**config.mk**
```make
export PLATFORM = sky130hd
export DESIGN_NAME = branch_predictor
export DESIGN_NICKNAME = d
export VERILOG_FILES = /design/src/rtl/branch_predictor.sv
export SDC_FILE = /design/constraint.sdc
export NUM_CORES = 1
export LEC_CHECK = 0
export CAP_MARGIN = 20
export CELL_PAD_IN_SITES_DETAIL_PLACEMENT = 0
export CELL_PAD_IN_SITES_GLOBAL_PLACEMENT = 2
export CORE_MARGIN = 4
export CORE_UTILIZATION = 49
export CTS_BUF_LIST = sky130_fd_sc_hd__clkbuf_8
export DETAILED_ROUTE_END_ITERATION = 8
export PLACE_DENSITY = 0.79
export SLEW_MARGIN = 40
export SYNTH_ARGS = -nofsm -noshare
export SYNTH_HDL_FRONTEND = slang
export SYNTH_SLANG_ARGS = --single-unit
```
**constraint.sdc**
```tcl
create_clock -name CLK -period 6.7 [get_ports CLK]
set_input_delay 1.34 -clock CLK [delete_from_list [all_inputs] [get_ports CLK]]
set_output_delay 1.34 -clock CLK [all_outputs]
set_load 0.1 [all_outputs]
```
**src/rtl/branch_predictor.sv**
```systemverilog
// Direct-mapped branch target buffer with 2-bit direction counters for the fetch stage.
// Lookup is combinational; resolved branches from EX update the array on the rising edge.
module branch_predictor #(
   parameter int unsigned ENTRIES  = 16,
   parameter logic [1:0]  CTR_INIT = 2'd2,
   parameter int unsigned CNT_W    = 16
) (
   input  logic             CLK,
   input  logic             nRST,
   input  logic [31:0]      fetch_pc,
   output logic             pred_hit,
   output logic             pred_taken,
   output logic [31:0]      pred_target,
   input  logic             upd_en,
   input  logic [31:0]      upd_pc,
   input  logic             upd_taken,
   input  logic [31:0]      upd_target,
   input  logic             upd_pred_taken,
   input  logic [31:0]      upd_pred_target,
   output logic             mispredict,
   input  logic             clear,
   output logic [CNT_W-1:0] mispred_cnt
);

   localparam int unsigned IDX_W = $clog2(ENTRIES);
   localparam int unsigned TAG_W = 30 - IDX_W;

   logic [ENTRIES-1:0] valid_q, valid_d;
   logic [TAG_W-1:0]   tag_q [ENTRIES];
   logic [TAG_W-1:0]   tag_d [ENTRIES];
   logic [31:0]        tgt_q [ENTRIES];
   logic [31:0]        tgt_d [ENTRIES];
   logic [1:0]         ctr_q [ENTRIES];
   logic [1:0]         ctr_d [ENTRIES];
   logic [CNT_W-1:0]   cnt_q, cnt_d;

   logic [IDX_W-1:0]   f_idx, u_idx;
   logic [TAG_W-1:0]   f_tag, u_tag;
   logic               u_hit;
   logic               unused_pc_lsbs;

   assign f_idx = fetch_pc[IDX_W+1:2];
   assign f_tag = fetch_pc[31:IDX_W+2];
   assign u_idx = upd_pc[IDX_W+1:2];
   assign u_tag = upd_pc[31:IDX_W+2];
   assign unused_pc_lsbs = ^{fetch_pc[1:0], upd_pc[1:0]};

   // Lookup reads only the current array state; no bypass from a same-cycle update
   always_comb begin
      pred_hit    = valid_q[f_idx] && (tag_q[f_idx] == f_tag);
      pred_taken  = pred_hit && ctr_q[f_idx][1];
      pred_target = pred_taken ? tgt_q[f_idx] : fetch_pc + 32'd4;
   end

   assign mispredict  = upd_en && ((upd_taken != upd_pred_taken) ||
                                   (upd_taken && (upd_target != upd_pred_target)));
   assign mispred_cnt = cnt_q;
   assign u_hit       = valid_q[u_idx] && (tag_q[u_idx] == u_tag);

   // Next-state: clear wins over update; not-taken misses leave the array alone
   always_comb begin
      valid_d = valid_q;
      tag_d   = tag_q;
      tgt_d   = tgt_q;
      ctr_d   = ctr_q;
      cnt_d   = cnt_q;
      if (clear) begin
         valid_d = '0;
         cnt_d   = '0;
      end else if (upd_en) begin
         if (u_hit) begin
            if (upd_taken) begin
               ctr_d[u_idx] = (ctr_q[u_idx] == 2'd3) ? 2'd3 : ctr_q[u_idx] + 2'd1;
               tgt_d[u_idx] = upd_target;
            end else begin
               ctr_d[u_idx] = (ctr_q[u_idx] == 2'd0) ? 2'd0 : ctr_q[u_idx] - 2'd1;
            end
         end else if (upd_taken) begin
            valid_d[u_idx] = 1'b1;
            tag_d[u_idx]   = u_tag;
            tgt_d[u_idx]   = upd_target;
            ctr_d[u_idx]   = CTR_INIT;
         end
         if (mispredict && (cnt_q != {CNT_W{1'b1}})) begin
            cnt_d = cnt_q + CNT_W'(1);
         end
      end
   end

   always_ff @(posedge CLK or negedge nRST) begin
      if (!nRST) begin
         valid_q <= '0;
         cnt_q   <= '0;
         for (int i = 0; i < int'(ENTRIES); i++) begin
            ctr_q[i] <= CTR_INIT;
         end
      end else begin
         valid_q <= valid_d;
         cnt_q   <= cnt_d;
         ctr_q   <= ctr_d;
      end
   end

   // Tag and target are qualified by valid, so they need no reset
   always_ff @(posedge CLK) begin
      tag_q <= tag_d;
      tgt_q <= tgt_d;
   end

endmodule
```
==> impl_metrics.tcl <==
set metrics [dict create \
    status "finished, final reports clean" \
    multi_input_area_um2 14500 \
    post-cts-setup-buffers 0 \
    chipHeight_um 310 \
    dieArea_um2 96300 \
    dpl_cell_area_um2 49100 \
    yosysMostFrequentCell "edfxtp_1" \
    wl_met2_um 63900 \
    p_leak_nw 17.6 \
    yosysTopAreaCell "edfxtp_1" \
    vias 26000 \
    gp_congestion 0.874 \
    antenna_left 0 \
    top_layer "met5" \
    synth_common_cells "edfxtp_1 (928), mux4_2 (356), mux2i_1 (113), nor2_1 (106), nand2_1 (97)" \
    wl_met3_um 11300 \
    ys_warn_count 0 \
    synth_edf_count 928 \
    path_buf_inv 4 \
    syn_inst 2444 \
    io_pins 185 \
    portBuffers 182 \
    fin_skew_ps 49.2 \
    postCtsHoldBufs 0 \
    cts-root-buf "clkbuf_8" \
    worstPathRequired_ps 5360 \
    synthXorXnorAreaFrac_pct 2.29 \
    worst_pin_slew_ps 969 \
    fin_crit_ps 6520 \
    h-tree-depth 4 \
    crit_chain "buf_8, buf_4, mux4_2, mux4_2, xnor2_1, and4_1, nand4_1, or4_2, buf_12, mux2_4, buf_12" \
    grt.overflow.total 0 \
    hold_ws_ps 487 \
    dp_cells 3766 \
    critPathKind "in -> out" \
    rsz0062_at_grt "no" \
    max_slew_margin_pct 35.4 \
    clkSinkCount 992 \
    worst_slack_ps 179 \
    path_delay_family "multiplexers" \
    drive_above_1_share_pct 30.0 \
    synth-seq-cells 992 \
    drv_cap 0 \
    area_growth_pct 16.6 \
    clkSlewWorstSetupHoldPaths_ps 60 \
    clock.fmax_mhz 153 \
    cts_tree "built" \
    drc_errors 0 \
    total_power_mw 13.2 \
    ys_types 73 \
    fin_nets 2892 \
    numCtsBuffers 164 \
    synth-main-ff-cell "edfxtp_1" \
    synth-compound-area-share_pct 3.01 \
    maxSlewViolCount 0 \
    max_stage_delay_ps 610 \
    rows 110 \
    cp-start-kind "input pin" \
    grt_pass1_vias 27000 \
    postSynthAreaPerCell_um2 18.3 \
    hpwl_um 81800 \
    crit_arrival_ps 5180 \
    post_drt_wl_per_cell_um 32.5 \
    tns_ps 0 \
    avgViaCountPerCell 6.38 \
    dr.pass1.iters 6 \
    end_kind "output pin" \
    netlist_area_um2 44800 \
    async_flop_share_pct 6.45 \
    fill_cells 6784 \
    drt-initial-drc-count 2935 \
    synth_top_cells_by_area "edfxtp_1 (62%), mux4_2 (18%), dfrtp_1 (2.7%)" \
    grt_pass1_wl_um 189000 \
    regArea_um2 29500 \
    dpl_worst_slack_ps 218 \
    synth-seq-area-share_pct 65.8 \
    setup_violations 0 \
    die_w_um 310 \
    core-area_um2 90400 \
    synthAdderAreaFrac_pct 0.101 \
    wl_um 132000 \
    antenna_found_initial 17 \
    hold_class "reg -> reg" \
    initial_core_util_pct 49.5 \
    cts_resized 0 \
    ir_drop_mv 0.180 \
    synthMuxAreaShare_pct 22.3 \
    yosys.area_share.simple_pct 4.15 \
    synth_fp_nets 2580 \
    track_usage_pct 27.9 \
    finish.utilization_pct 57.8 \
    synth_top_family_by_area "multiplexers" \
    wl_met1_um 51400 \
    synth_top_area_share_pct 62.2 \
    fin_cells 4071 \
    grt_max_degree 87 \
    hold_violations 0 \
    final_area_um2 52200 \
    clock_latency_ps 850 \
    clock_path_buffers 3 \
    p_per_area_nw_per_um2 253 \
    critPathSlowestCell "or4_2" \
    post-route-period-util_pct 97.3 \
    crit_fanout 32 \
]
worst reg2reg max path, cell delays in order, from the launching register on:
cell	delay (ps)
edfxtp_1	390
mux4_2	480
mux2i_1	380
o21ai_0	280
nand4b_1	310
o31ai_1	440
nand4_2	280
nor4b_4	390
buf_12	290
nor2_4	260
buf_12	240
power breakdown:
group	total, mW	switching, mW	internal (mW)	leakage, nW
sequential	6.84	0.0168	6.82	9.10
clock	5.13	2.47	2.66	1.77
combinational	1.22	0.715	0.502	6.70
total	13.2	3.20	9.99	17.6
cells by family (layout without fill, tap and decap cells):
group | count (synthesis) | count (layout)
compound gates | 192 | 192
xor+xnor | 117 | 117
fa+ha+maj | 4 | 4
buf+inv | 230 | 669
flops | 992 | 992
mux | 534 | 534
other cells | 0 | 12
simple gates | 375 | 375
worst paths after layout:
kind	depth (start not counted)	slack, ps	startpoint	endpoint
max reg2reg	10	2680	tag_q[173]	tag_q[273]
min in group asynchronous	2	610	nRST	ctr_q[20]
min	2	490	ctr_q[5]	ctr_q[5]
min reg2reg	2	490	ctr_q[5]	ctr_q[5]
max	11	180	fetch_pc[3]	pred_target[20]
max in group asynchronous	2	5630	nRST	mispred_cnt[4]
placed cells by master (no fill, tap or decap), drive strengths merged, types with 48 or more instances in the layout:
cell type	synthesis	final
xor2	61	61
edfxtp	928	928
mux2i	113	113
nand2	97	97
inv	82	140
nor2	106	106
mux4	356	356
xnor2	56	56
clkbuf	55	172
buf	92	170
clkinv	1	53
dfrtp	48	48
clkdlybuf4s50	0	123
mux2	65	65
per-layer routing:
metal / GRT usage, % / vias up
met3: 6.85 / 267
met1: 37.0 / 13700
met2: 44.4 / 1280
li1: - / 10700
met4: 12.3 / 8
met5: 0 / -
sequential cells by signal (all words and copies together), names as in the netlist:
signal / count
ctr_q: 32
tgt_q: 512
valid_q: 16
mispred_cnt: 16
tag_q: 416
layout make-up:
cell class	count	share of cell area (%)
antenna	12	0.0575
clock buffer	172	4.53
clock inverter	121	1.41
inverter	83	0.625
multi-input combinational	1222	27.7
sequential	992	56.5
tap	1176	2.82
timing repair buffer	293	6.41
Note: power is estimated with default switching activity, not from simulation.
